## src/rtl/sar_result_reader.sv

```systemverilog
// SAR ADC result consumer: synchronizes the conversion-done strobe, captures the
// 6-bit code, optionally averages 2^AVG_LOG2 codes, and queues results for a stream sink.
module sar_result_reader #(
  parameter int DEPTH    = 4,
  parameter int AVG_LOG2 = 0
) (
  input  logic                     clk,
  input  logic                     rst,
  input  logic                     en,
  input  logic                     rs_in,
  input  logic [5:0]               code_in,
  output logic [5:0]               out_data,
  output logic                     out_valid,
  input  logic                     out_ready,
  output logic [$clog2(DEPTH):0]   level,
  output logic                     overflow,
  input  logic                     clear_ovf
);

  localparam int AW    = $clog2(DEPTH);
  localparam int PW    = AW + 1;
  localparam int ACC_W = 6 + AVG_LOG2;
  localparam int CNT_W = (AVG_LOG2 > 0) ? AVG_LOG2 : 1;
  localparam logic [CNT_W-1:0] CNT_LAST = CNT_W'((1 << AVG_LOG2) - 1);

  // Handshake: a word transfers on every clk edge where out_valid and out_ready
  // are both high; out_data is stable while out_valid is high and out_ready is low.

  // Strobe synchronizer; flops reset high so a strobe held through reset is not an edge.
  logic s1, s2, s3;
  logic cap;

  always_ff @(posedge clk or posedge rst) begin
    if (rst) begin
      s1 <= 1'b1;
      s2 <= 1'b1;
      s3 <= 1'b1;
    end else begin
      s1 <= rs_in;
      s2 <= s1;
      s3 <= s2;
    end
  end

  assign cap = s2 & ~s3 & en;

  // Accumulator for averaging; with AVG_LOG2 = 0 cnt stays 0 so every capture pushes.
  logic [ACC_W-1:0] acc;
  logic [ACC_W-1:0] sum;
  logic [CNT_W-1:0] cnt;
  logic             last;
  logic             push;
  logic [5:0]       push_word;

  assign sum       = acc + ACC_W'(code_in);
  assign last      = (cnt == CNT_LAST);
  assign push      = cap & last;
  assign push_word = sum[AVG_LOG2 +: 6];

  always_ff @(posedge clk or posedge rst) begin
    if (rst) begin
      acc <= '0;
      cnt <= '0;
    end else if (!en) begin
      acc <= '0;
      cnt <= '0;
    end else if (cap) begin
      if (last) begin
        acc <= '0;
        cnt <= '0;
      end else begin
        acc <= sum;
        cnt <= cnt + CNT_W'(1);
      end
    end
  end

  // Result FIFO; pointers carry one extra wrap bit so full and empty are distinct.
  logic [5:0]    mem [DEPTH];
  logic [PW-1:0] wr_ptr, rd_ptr;
  logic          full;
  logic          pop;
  logic          wr_en;
  logic          drop;

  assign level     = wr_ptr - rd_ptr;
  assign full      = (level == PW'(DEPTH));
  assign out_valid = (wr_ptr != rd_ptr);
  assign out_data  = mem[rd_ptr[AW-1:0]];
  assign pop       = out_valid & out_ready;
  assign wr_en     = push & (~full | pop);
  assign drop      = push & full & ~pop;

  always_ff @(posedge clk or posedge rst) begin
    if (rst) begin
      for (int i = 0; i < DEPTH; i++) mem[i] <= '0;
      wr_ptr <= '0;
      rd_ptr <= '0;
    end else begin
      if (wr_en) begin
        mem[wr_ptr[AW-1:0]] <= push_word;
        wr_ptr              <= wr_ptr + PW'(1);
      end
      if (pop) rd_ptr <= rd_ptr + PW'(1);
    end
  end

  // A drop in the same cycle as clear_ovf leaves the flag set.
  always_ff @(posedge clk or posedge rst) begin
    if (rst)            overflow <= 1'b0;
    else if (drop)      overflow <= 1'b1;
    else if (clear_ovf) overflow <= 1'b0;
  end

endmodule

```

## config.mk

```make
export PLATFORM = sky130hd
export DESIGN_NAME = sar_result_reader
export DESIGN_NICKNAME = d
export VERILOG_FILES = /design/src/rtl/sar_result_reader.sv
export SDC_FILE = /design/constraint.sdc
export NUM_CORES = 1
export LEC_CHECK = 0
export ABC_AREA = 0
export CAP_MARGIN = 20
export CORE_MARGIN = 8
export CORE_UTILIZATION = 30
export DETAILED_ROUTE_END_ITERATION = 16
export GPL_ROUTABILITY_DRIVEN = 0
export PLACE_DENSITY_LB_ADDON = 0.08
export SYNTH_ARGS = -nofsm -noshare
export SYNTH_HDL_FRONTEND = slang
export SYNTH_SLANG_ARGS = --single-unit
```

## constraint.sdc

```tcl
create_clock -name clk -period 2.4 [get_ports clk]
set_clock_uncertainty 0.05 [all_clocks]
set_input_delay 0.24 -clock clk [delete_from_list [all_inputs] [get_ports clk]]
set_output_delay 0.24 -clock clk [all_outputs]
set_load 0.02 [all_outputs]
```

; Word level (Yosys, flattened, before mapping)
; Cells that the tools add are included.
[totals]
wordCells = 53
reg_bits = 41
in_bits = 12
[classes]
mux = 14
n_lt_le_gt_ge = 3
n_bitwise = 14
add_sub_neg = 5
n_reduce_logical = 2
eq_ne = 3
[ops]
columns = op, count
row1 = 6-bit two-way mux, 6
row2 = 24-bit bitwise mux, 1
row3 = 6-bit binary-select mux with 2-bit select, 1
row4 = 6-bit demux with 2-bit select, 1
row5 = 1-bit bitwise AND, 7
row6 = "3-bit by 1-bit adder with 3-bit output, second input constant", 2
row7 = 6-bit adder, 1
row8 = "3-bit greater-or-equal comparator, second input constant", 2
row9 = 2-bit inverter with 3-bit output, 2
row10 = 1-bit two-way mux, 5
row11 = 1-bit inverter, 4
row12 = "3-bit == test, second input constant", 1
row13 = "3-bit by 1-bit less-than comparator with 1-bit output, second input constant", 1
row14 = 3-bit != test, 1
row15 = 3-bit subtractor, 1
row16 = "2-bit by 1-bit != test with 1-bit output, second input constant", 1
row17 = 2-bit nonzero test, 1
row18 = "1-bit adder, second input constant", 1
row19 = 1-bit logical AND, 1
row20 = 1-bit OR, 1

; Depth between registers and ports, before layout
; Gate-level depths: netlist (run 1).
[logic_depth]
depth_word = 7
mapped_depth = 8

; Worst setup path after synthesis (run 1)
; OpenSTA, ideal clock, no wires.
[synth_timing]
path_kind = reg-to-reg
startpoint = register rd_ptr[1]
endpoint = register mem[0] (netlist name)
path_slack_ns = -0.447
synth_period_minus_slack_ns = 2.847
path_stages_with_launch = 8
required_time_ns = 2.225
setup_ns = 0.125
arrival_ns = 2.672
path_cell_list = dfrtp_1 > clkbuf_1 > inv_1 > fa_1 > nand2b_1 > o41ai_4 > nor3b_4 > mux2_4
[synth_via]
elab_chain_cells = 5
[synth_rtl]
columns = element, line
row1 = "start, declared", 80  ; logic [PW-1:0] wr_ptr, rd_ptr;
row2 = "start signal, assigned", 104  ; if (pop) rd_ptr <= rd_ptr + PW'(1);
row3 = 3-bit subtractor, 86  ; assign level = wr_ptr - rd_ptr;
row4 = via level[1], 15  ; output logic [$clog2(DEPTH):0] level,
row5 = 3-bit == test, 87  ; assign full = (level == PW'(DEPTH));
row6 = 1-bit inverter, 91  ; assign wr_en = push & (~full | pop);
row7 = 1-bit OR, 91
row8 = 1-bit bitwise AND, 91
row9 = "end signal, assigned by index", 101  ; mem[wr_ptr[AW-1:0]] <= push_word;
row10 = "end, declared", 79  ; logic [5:0] mem [DEPTH];
; The timed path passes the listed nets, and every way through them passes these cells.
; A chain may end at the register's enable or synchronous reset.

; Worst setup path in the final report (run 1)
[layout_timing]
startpoint = register wr_ptr[0]
endpoint = register mem[12] (netlist name)
[layout_via]
elab_chain_cells = 6
[layout_rtl]
columns = element, line
row1 = "start, declared", 80
row2 = "start signal, assigned", 102  ; wr_ptr <= wr_ptr + PW'(1);
row3 = 2-bit inverter with 3-bit output (not written as such), 101
row4 = 3-bit greater-or-equal comparator (not written as such) or 3-bit by 1-bit less-than comparator with 1-bit output (tied branches), 101
row5 = 1-bit logical AND (not written as such), 101
row6 = 6-bit two-way mux (not written as such), 101
row7 = 6-bit demux with 2-bit select, 101
row8 = 24-bit bitwise mux, 101
; Parallel ways exist; a longest one is shown, timed or not.

==> results of run 1 <==
-- tightest hold or removal path, delay by kind of cell --
| family | cells | cell delay [ns] |
|---|---|---|
| buf+inv | 3 | 0.82 |
-- state kept, by name, indices dropped and copies added, names as in the netlist --
register  flops
overflow      1
s3            1
s1            1
mem          24
wr_ptr        3
rd_ptr        3
s2            1
-- metal layers --
metal  wire length, um  share of wire  track usage
met2              1805           0.49       0.1614
met1              1670           0.45       0.1143
met5                 0              0            0
met4                29         0.0079      0.03274
met3               164          0.045      0.03457
-- area by class of cell --
class                      instances  area (um^2)
timing repair buffer              45        432.9
inverter                           9        33.78
multi-input combinational         61        889.6
tap                               72        90.09
clock inverter                     2        12.51
fill                             514         3077
clock buffer                       6        82.58
sequential                        34        854.6
-- cells in the final DEF, fill, tap and decap left out --
cell type / n
o41ai_4: 1
clkinv_2: 1
and3b_1: 1
nor2_2: 1
dfstp_2: 3
ha_1: 6
buf_4: 15
o21ai_0: 1
o32ai_1: 1
inv_2: 2
xor3_2: 1
dlygate4sd2_1: 2
or3_1: 1
buf_12: 2
clkbuf_2: 1
fa_2: 1
mux2_2: 1
nand3_1: 1
mux2_4: 24
clkbuf_8: 6
inv_1: 7
buf_6: 6
nand2b_4: 1
nand2_1: 2
ha_4: 1
clkinvlp_4: 1
mux4_2: 6
xor2_1: 2
clkdlybuf4s50_1: 19
nor3_4: 1
mux2_1: 1
xnor2_1: 3
nor3b_4: 4
dfrtp_1: 31
-- final timing paths --
path / endpoint / slack, ns / depth (start not counted) / startpoint
setup / recovery: mem[12] / 0.01 / 10 / wr_ptr[0]
hold / removal: overflow / 0.30 / 3 / rst
setup reg to reg: mem[12] / 0.01 / 10 / wr_ptr[0]
hold reg to reg: s2 / 0.31 / 0 / s1
max in group asynchronous: s3 / 1.66 / 3 / rst
min in group clk: s2 / 0.31 / 0 / s1
-- repair_timing --
item | CTS | global route
resized for setup | 13 | 1
setup endpoints to repair | 27 | 25
setup buffers | 3 | 2
pin swaps | 6 | 3
-- power by group through the flow --
stage / combinational [mW] / sequential, mW / clock (mW)
finish: 2.14 / 0.989 / 0.445
floorplan: 1.35 / 0.963 / 0
CTS: 2.18 / 0.992 / 0.462
global placement: 2.14 / 0.991 / 0
detailed placement: 2.13 / 0.997 / 0
global route: 2.31 / 1.03 / 0.485
-- cells by family (layout without fill, tap and decap cells) --
logic type                 count (synthesis)  in the layout  share of synthesized area
AOI/OAI and AO/OA                          3              3                    0.02435
xor gates and xnor gates                   6              6                    0.04059
adders and majority gates                  8              8                    0.06347
buffers and inverters                     11             62                    0.02435
DFF                                       34             34                     0.5041
muxes                                     32             32                     0.2657
and+or+nand+nor                           12             12                    0.07750
-- per-stage QoR --
step / cells / util
detailed placement: 216 / 0.4065
global route: 229 / 0.4378
finish: 229 / 0.4378
global placement: 216 / 0.4065
CTS: 227 / 0.4360
floorplan: 106 / -
==> flow_metrics.py, run 1 <==
metrics = {
    "global_routing": {
        "grt_pass1_wl_mm": 6.306,
        "grt_max_degree": 35,
        "grt_remaining_overflow": 0,
        "first_global_vias": 1199,
        "antenna_found_initial": 0,
        "grt.total_usage": 0.09735,
    },
    "pwr": {
        "vdd_drop_max_mv": 0.7723,
        "pwr-share-comb": 0.598,
        "seqPwrFrac": 0.277,
        "swShare": 0.3611,
        "total_power_mw": 3.569,
        "leakage_nw": 1.059,
        "p_sw_mw": 1.289,
        "pwr-share-clk": 0.125,
        "power_density_nw_per_um2": 1490,
        "internal-power_mw": 2.280,
    },
    "yosys": {
        "synth_top_cell_by_area": "dfrtp_1",
        "ys_seq_area_frac": 0.5041,
        "syn_inst": 106,
        "syn-cell-area_um2": 1695,
        "synthTopCellsByArea": "dfrtp_1, mux2_1, mux4_2",
        "yosysUniqueCellTypes": 24,
        "synth-seq-cells": 34,
        "postSynthAreaPerCell_um2": 15.99,
        "ys_warn_count": 0,
        "postSynthNetCount": 126,
        "synth_top_cell_area_share": 0.4576,
        "async_flop_share": 1.000,
        "synth_edf_count": 0,
        "synth.most_common_cell": "dfrtp_1",
        "synth_commonest_cells": "dfrtp_1, mux2_1, inv_1, ha_1",
        "ys.flop_type": "dfrtp_1",
    },
    "floorplanning": {
        "die_width_um": 91.18,
        "start_util": 0.3098,
        "fp.dieH_um": 91.18,
        "num_rows": 27,
        "die_area_um2": 8313,
        "num_io_pins": 23,
        "core_um2": 5473,
    },
    "timing": {
        "holdWs_ns": 0.2996,
        "hold_viol_final": 0,
        "final_max_slew_viol_count": 0,
        "slew_headroom": 0.7043,
        "fmax_mhz": 418.6,
        "finalSetupTns_ns": 0,
        "fin_crit_ns": 2.389,
        "worstMarginPinSlew_ns": 0.4435,
        "rsz0062_at_grt": "true",
        "fin_ws_ns": 0.01100,
        "setup_viol_count_final": 0,
        "fin_crit_sh": 0.9954,
    },
    "detailed_routing": {
        "wl_per_cell_um": 16.03,
        "first_pass_iters": 4,
        "ant_nets": 0,
        "viasPerCell": 4.480,
        "drtIter0Drc": 21,
        "routed_wl_mm": 3.671,
        "vias": 1026,
        "post-route-drc-count": 0,
    },
    "setup_path": {
        "worstPathCellList": "inv_2 > ha_4 > inv_2 > fa_2 > nand2b_4 > o41ai_4 > buf_6 > nor3b_4 > buf_6 > mux2_4",
        "crit_arrival_ns": 2.51,
        "worst_ep_required_time_ns": 2.52,
        "slowest_stage": "fa_2",
        "worstPathMaxFanout": 5,
        "cp_top_family": "adder cells",
        "cpPeakStageDelay_ns": 0.53,
        "path_buf_inv": 4,
        "worstSetupPathType": "reg -> reg",
        "endpoint_kind": "register",
        "cp-start-kind": "register",
    },
    "clock_tree": {
        "clk_pin_slew_worst_paths_ns": 0.07,
        "cts_made_buffers": 5,
        "postCtsHoldBufs": 0,
        "clk_latency_ns": 0.28,
        "htreeDepth": 2,
        "cts_root_buffer": "clkbuf_8",
        "cts_tree": "yes",
        "clk_path_buf_depth": 2,
        "cts_sinks": 34,
    },
    "run_status": {
        "outcome": "complete, no violations",
    },
    "final_layout": {
        "area_delta_synth_final_pct": 41.33,
        "fin_nets": 176,
        "layout-drive-gt1-share": 0.5032,
        "n_antenna_cell": 0,
        "design_area_um2": 2396,
    },
    "placement": {
        "place_hpwl_mm": 2.620,
        "placed_cell_area_um2": 2225,
        "dpl_worst_slack_ns": -0.1717,
        "portBuffers": 22,
    },
    "min_path": {
        "hold_path.class": "in -> async",
    },
    "flow_run": {
        "max_cap_viol_count": 0,
    },
}
(Power assumes the default switching activity.)
==> run 2, diff against run 1 <==
CELL_PAD_IN_SITES_DETAIL_PLACEMENT = 1   (was unset)
CELL_PAD_IN_SITES_GLOBAL_PLACEMENT = 2   (was unset)
CORE_UTILIZATION = 35   (was 30)
==> run 2 against run 1 <==
Net effect: the run now ends with negative setup slack left; via count barely moved; largest power group unchanged; non-clock buffer count rose by 4; sequential share of layout area rose by 0.21 points; hold slack improved by 0.00079 ns; sequential cell count did not move; utilization rose by 7.0 points; final area fell by 0.57%; clock power fell by 13%; total power fell by 1.7%; routed wire length fell by 1.3%; critical path type unchanged; global-route usage rose by 1.8 points.
==> flow_metrics.py, run 2 (synthesis results as in run 1) <==
metrics = {
    "pwr": {
        "leakage_nw": 1.074,
        "vdd_drop_max_mv": 0.6560,
        "power_density_nw_per_um2": 1473,
    },
    "detailed_routing": {
        "vias": 1027,
        "viasPerCell": 4.799,
        "wl_met1_mm": 1.686,
        "first_pass_iters": 3,
        "wl_per_cell_um": 16.93,
        "routed_wl_mm": 3.624,
        "drtIter0Drc": 18,
        "dr_wl_met2_mm": 1.710,
        "wl_met3_um": 159,
        "dr.max_layer_used": "met4",
        "post-route-drc-count": 0,
        "ant_nets": 0,
    },
    "clock_tree": {
        "cts_made_buffers": 5,
        "postCtsHoldBufs": 0,
        "cts_root_buffer": "clkbuf_8",
        "clk_path_buf_depth": 2,
        "cts_sinks": 34,
        "clk_latency_ns": 0.28,
        "htreeDepth": 2,
        "clk_pin_slew_worst_paths_ns": 0.07,
        "cts_tree": "yes",
    },
    "setup_path": {
        "worstPathMaxFanout": 5,
        "worst_ep_required_time_ns": 2.52,
        "crit_top_cell": "inv_2",
        "endpoint_kind": "register",
        "worstSetupPathType": "reg -> reg",
        "reg2reg_depth": 11,
        "worstPathCellList": "inv_2 > ha_4 > inv_2 > fa_2 > nand2b_4 > nor3_4 > buf_12 > nor3b_4 > buf_4 > buf_6 > mux2_4",
        "crit_arrival_ns": 2.56,
        "reg2reg_from": "wr_ptr[0]",
        "cpPeakStageDelay_ns": 0.53,
        "cp-start-kind": "register",
        "timing.rr.end": "mem[22]",
        "slowest_stage": "fa_2",
        "reg2reg_setup_slack_ns": -0.04,
    },
    "final_layout": {
        "top_regs": "mem: 24 flops, rd_ptr: 3 flops, wr_ptr: 3 flops",
        "fill_cells": 471,
        "area_delta_synth_final_pct": 40.52,
        "top_register": "mem",
        "n_antenna_cell": 0,
        "regArea_um2": 854.6,
        "fin_nets": 180,
        "final_cell_mix": "dfrtp_1, mux2_4, clkdlybuf4s50_1",
        "largest_reg_flops": 24,
        "multi_input_area_um2": 885.9,
        "final_common_cell": "dfrtp_1",
        "layout-drive-gt1-share": 0.5063,
    },
    "global_routing": {
        "antenna_found_initial": 0,
        "grt.total_usage": 0.1157,
        "grt_remaining_overflow": 0,
        "grt_pass1_wl_mm": 6.396,
        "first_global_vias": 1224,
        "grt_max_degree": 35,
    },
    "placement": {
        "place_hpwl_mm": 2.732,
        "dpl_worst_slack_ns": -0.2422,
        "portBuffers": 22,
    },
    "timing": {
        "finalSetupTns_ns": -0.1394,
        "rsz0062_at_grt": "true",
        "worstMarginPinSlew_ns": 0.4210,
        "setup_viol_count_final": 6,
        "fmax_mhz": 410.2,
        "fin_ws_ns": -0.03788,
        "final_max_slew_viol_count": 0,
        "fin_crit_ns": 2.438,
        "slew_headroom": 0.7193,
        "holdWs_ns": 0.3004,
        "fin_crit_sh": 1.016,
        "hold_viol_final": 0,
    },
    "floorplanning": {
        "die_area_um2": 7327,
        "die_width_um": 85.60,
        "fp.dieH_um": 85.60,
        "num_io_pins": 23,
        "num_rows": 25,
        "core_um2": 4692,
        "start_util": 0.3613,
    },
    "flow_run": {
        "max_cap_viol_count": 0,
    },
    "run_status": {
        "outcome": "finished, violations left",
        "violations": "negative setup slack",
    },
    "min_path": {
        "hold_path.class": "in -> async",
    },
}
run 2: how the worst max path moves through the flow:
stage,startpoint,end,slack [ns],cells past startpoint
global route,wr_ptr[0],mem[19],-0.12,11
CTS,wr_ptr[0],mem[18],-0.09,10
floorplan,wr_ptr[0],mem[0],-0.27,8
finish,wr_ptr[0],mem[22],-0.04,11
global placement,wr_ptr[0],mem[5],-0.13,9
detailed placement,wr_ptr[0],mem[0],-0.24,9
run 2: timing repair:
action                                  in CTS  in global routing
gates resized for setup                     10                  6
endpoints found under the setup margin      28                 26
setup buffers                                5                  5
pin swaps                                    3                  1
run 2: cell type report:
class,count,share of cell area
multi-input cells,61,0.3718
flip-flops and latches,34,0.3587
repair buffers,49,0.1938
clock buffers,5,0.02889
well taps,54,0.02836
inverters,9,0.01418
clock inverters,2,0.004202
run 2: worst max-delay path, delay by kind of cell (launching register included):
kind	cells	cell delay, ns
buf+inv	5	0.51
fa+ha+maj	2	0.65
flops	1	0.40
mux	1	0.30
simple gates	3	0.42
run 2: layer usage:
layer | GRT usage | vias to the layer above
met5 | 0 | -
met4 | 0.05255 | 0
met3 | 0.03725 | 6
met2 | 0.1714 | 17
met1 | 0.1494 | 523
li1 | - | 481
run 2: power breakdown:
| part | switching [mW] | leakage, nW | internal (mW) |
|---|---|---|---|
| Sequential | 0.158 | 0.412 | 0.832 |
| Clock | 0.195 | 0.0438 | 0.194 |
| Combinational | 0.918 | 0.618 | 1.21 |
run 2: per-stage QoR:
step | total power, mW | std cells | cell area [um^2] | util
6_report | 3.509 | 214 | 2382 | 0.5077
5_1_grt | 3.761 | 214 | 2382 | 0.5077
4_1_cts | 3.544 | 210 | 2338 | 0.4984
3_5_place_dp | 3.146 | 199 | 2210 | 0.4709
3_3_place_gp | 3.100 | 199 | 2210 | 0.4709
2_1_floorplan | 2.309 | 106 | 1775 | -
==> run 3, diff against run 2 <==
clock period = 2 ns   (was 2.4 ns; I/O delays follow)
==> run 3 against run 2 <==
Net effect: the run still ends with negative setup slack left; utilization rose by 3.3 points; total power increased by 37%; count of clock-buffer cells in the layout is the same; critical path depth down 1; via count is 5.6% higher; hold slack lost 0.041 ns; sequential cell count stayed put; cell count is 3.7% higher; final area is 6.4% higher; routed wire length is 11% higher.
==> flow_metrics.py, run 3 (synthesis results as in run 1) <==
metrics = {
    "setup_path": {
        "crit_top_cell": "inv_2",
        "slowest_stage": "fa_2",
        "endpoint_kind": "register",
        "reg2reg_setup_slack_ns": -0.40,
        "worstPathMaxFanout": 5,
        "worstSetupPathType": "reg -> reg",
        "cp_top_family": "adder cells",
        "cpPeakStageDelay_ns": 0.53,
        "worst_ep_required_time_ns": 2.13,
        "crit_arrival_ns": 2.53,
        "reg2reg_from": "wr_ptr[0]",
        "worstPathCellList": "inv_2 > ha_4 > inv_2 > fa_2 > nand2b_4 > o41ai_4 > buf_6 > nor3b_4 > buf_4 > mux2_4",
        "cp-start-kind": "register",
        "path_buf_inv": 4,
        "reg2reg_depth": 10,
        "timing.rr.end": "mem[19]",
    },
    "timing": {
        "fin_ws_ns": -0.3980,
        "rsz0062_at_grt": "true",
        "slew_headroom": 0.7074,
        "setup_viol_count_final": 29,
        "finalSetupTns_ns": -9.680,
        "fin_crit_sh": 1.199,
        "fmax_mhz": 417.0,
        "final_max_slew_viol_count": 0,
        "fin_crit_ns": 2.398,
        "worstMarginPinSlew_ns": 0.4389,
        "hold_viol_final": 0,
    },
    "pwr": {
        "total_power_mw": 4.818,
        "leakage_nw": 1.148,
        "vdd_drop_max_mv": 0.7872,
        "power_density_nw_per_um2": 1901,
    },
    "detailed_routing": {
        "vias": 1085,
        "first_pass_iters": 4,
        "viasPerCell": 4.887,
        "wl_per_cell_um": 18.14,
        "drtIter0Drc": 15,
        "routed_wl_mm": 4.028,
        "post-route-drc-count": 0,
        "ant_nets": 0,
    },
    "global_routing": {
        "first_global_vias": 1275,
        "antenna_found_initial": 0,
        "grt_remaining_overflow": 0,
        "grt_pass1_wl_mm": 6.706,
        "top_usage_layer": "met2",
        "grt_max_degree": 35,
        "use_met1": 0.1481,
        "grt.total_usage": 0.1207,
        "use_met2": 0.1855,
        "met3_usage": 0.04107,
    },
    "placement": {
        "placedCellCount": 205,
        "place_hpwl_mm": 2.871,
        "portBuffers": 22,
        "dpl_worst_slack_ns": -0.6333,
    },
    "clock_tree": {
        "clk_path_buf_depth": 2,
        "cts_tree": "yes",
        "htreeDepth": 2,
        "clk_latency_ns": 0.29,
        "cts_root_buffer": "clkbuf_8",
        "cts_sinks": 34,
        "cts_made_buffers": 5,
        "clk_pin_slew_worst_paths_ns": 0.07,
    },
    "final_layout": {
        "fill_cells": 465,
        "layout-drive-gt1-share": 0.6310,
        "n_antenna_cell": 0,
        "top_register": "mem",
        "top_regs": "mem: 24 flops, rd_ptr: 3 flops, wr_ptr: 3 flops",
        "stdcell_count": 222,
        "final_cell_mix": "dfrtp_1, mux2_4, buf_6",
        "final_common_cell": "dfrtp_1",
        "largest_reg_flops": 24,
        "fin_nets": 187,
        "area_delta_synth_final_pct": 49.52,
    },
    "flow_run": {
        "max_cap_viol_count": 0,
    },
    "min_path": {
        "hold_path.class": "in -> async",
    },
    "floorplanning": {
        "start_util": 0.3613,
        "core_um2": 4692,
        "fp.dieH_um": 85.60,
        "num_rows": 25,
        "die_area_um2": 7327,
        "die_width_um": 85.60,
        "num_io_pins": 23,
    },
    "run_status": {
        "outcome": "finished, violations left",
        "violations": "negative setup slack",
    },
}
run 3: through the flow:
stage | util | instance area (um^2) | hold slack, ns
after floorplan | - | 1780 | 0.1545
after global placement | 0.4816 | 2260 | 0.2975
after detailed placement | 0.4816 | 2260 | 0.2988
after CTS | 0.5448 | 2556 | 0.2566
after global routing | 0.5403 | 2535 | 0.2599
final | 0.5403 | 2535 | 0.2591
run 3: worst max-delay path by stage:
| stage | start | to | slack [ns] | depth (start not counted) |
|---|---|---|---|---|
| 2_1_floorplan | wr_ptr[0] | mem[0] | -0.67 | 8 |
| 3_3_place_gp | wr_ptr[0] | mem[1] | -0.53 | 9 |
| 3_5_place_dp | wr_ptr[0] | mem[0] | -0.63 | 9 |
| 4_1_cts | wr_ptr[0] | mem[19] | -0.41 | 10 |
| 5_1_grt | wr_ptr[0] | mem[10] | -0.46 | 10 |
| 6_report | wr_ptr[0] | mem[19] | -0.40 | 10 |
run 3: repair_timing:
action                                 4_1_cts  5_1_grt
setup buffers                               11        2
resized for setup                           56       14
hold buffers                                 0        0
gates cloned                                 0        0
endpoints found under the hold margin        0        0
pin swaps                                    9        3
setup endpoints to repair                   38       37
run 3: power breakdown:
part | switching, mW | internal [mW]
clock network | 0.267 | 0.370
registers | 0.204 | 0.998
logic | 1.24 | 1.74
total | 1.71 | 3.11
run 3: layer usage:
layer	routed length, um	vias to the layer above
met4	70	0
li1	-	495
met1	1810	567
met5	0	-
met3	153	6
met2	1993	17
run 3: final cells by class:
cell class | count | area [um^2] | share of cell area
sequential | 34 | 854.6 | 0.3371
clock buffer | 5 | 68.82 | 0.02715
tap | 54 | 67.56 | 0.02665
clock inverter | 3 | 45.04 | 0.01777
timing repair buffer | 56 | 528.0 | 0.2083
inverter | 9 | 36.28 | 0.01431
multi-input combinational | 61 | 934.6 | 0.3687
run 3: worst min-delay path, cell delays in order:
cell	delay, ns
clkdlybuf4s50_1	0.40
inv_1	0.05
buf_4	0.37
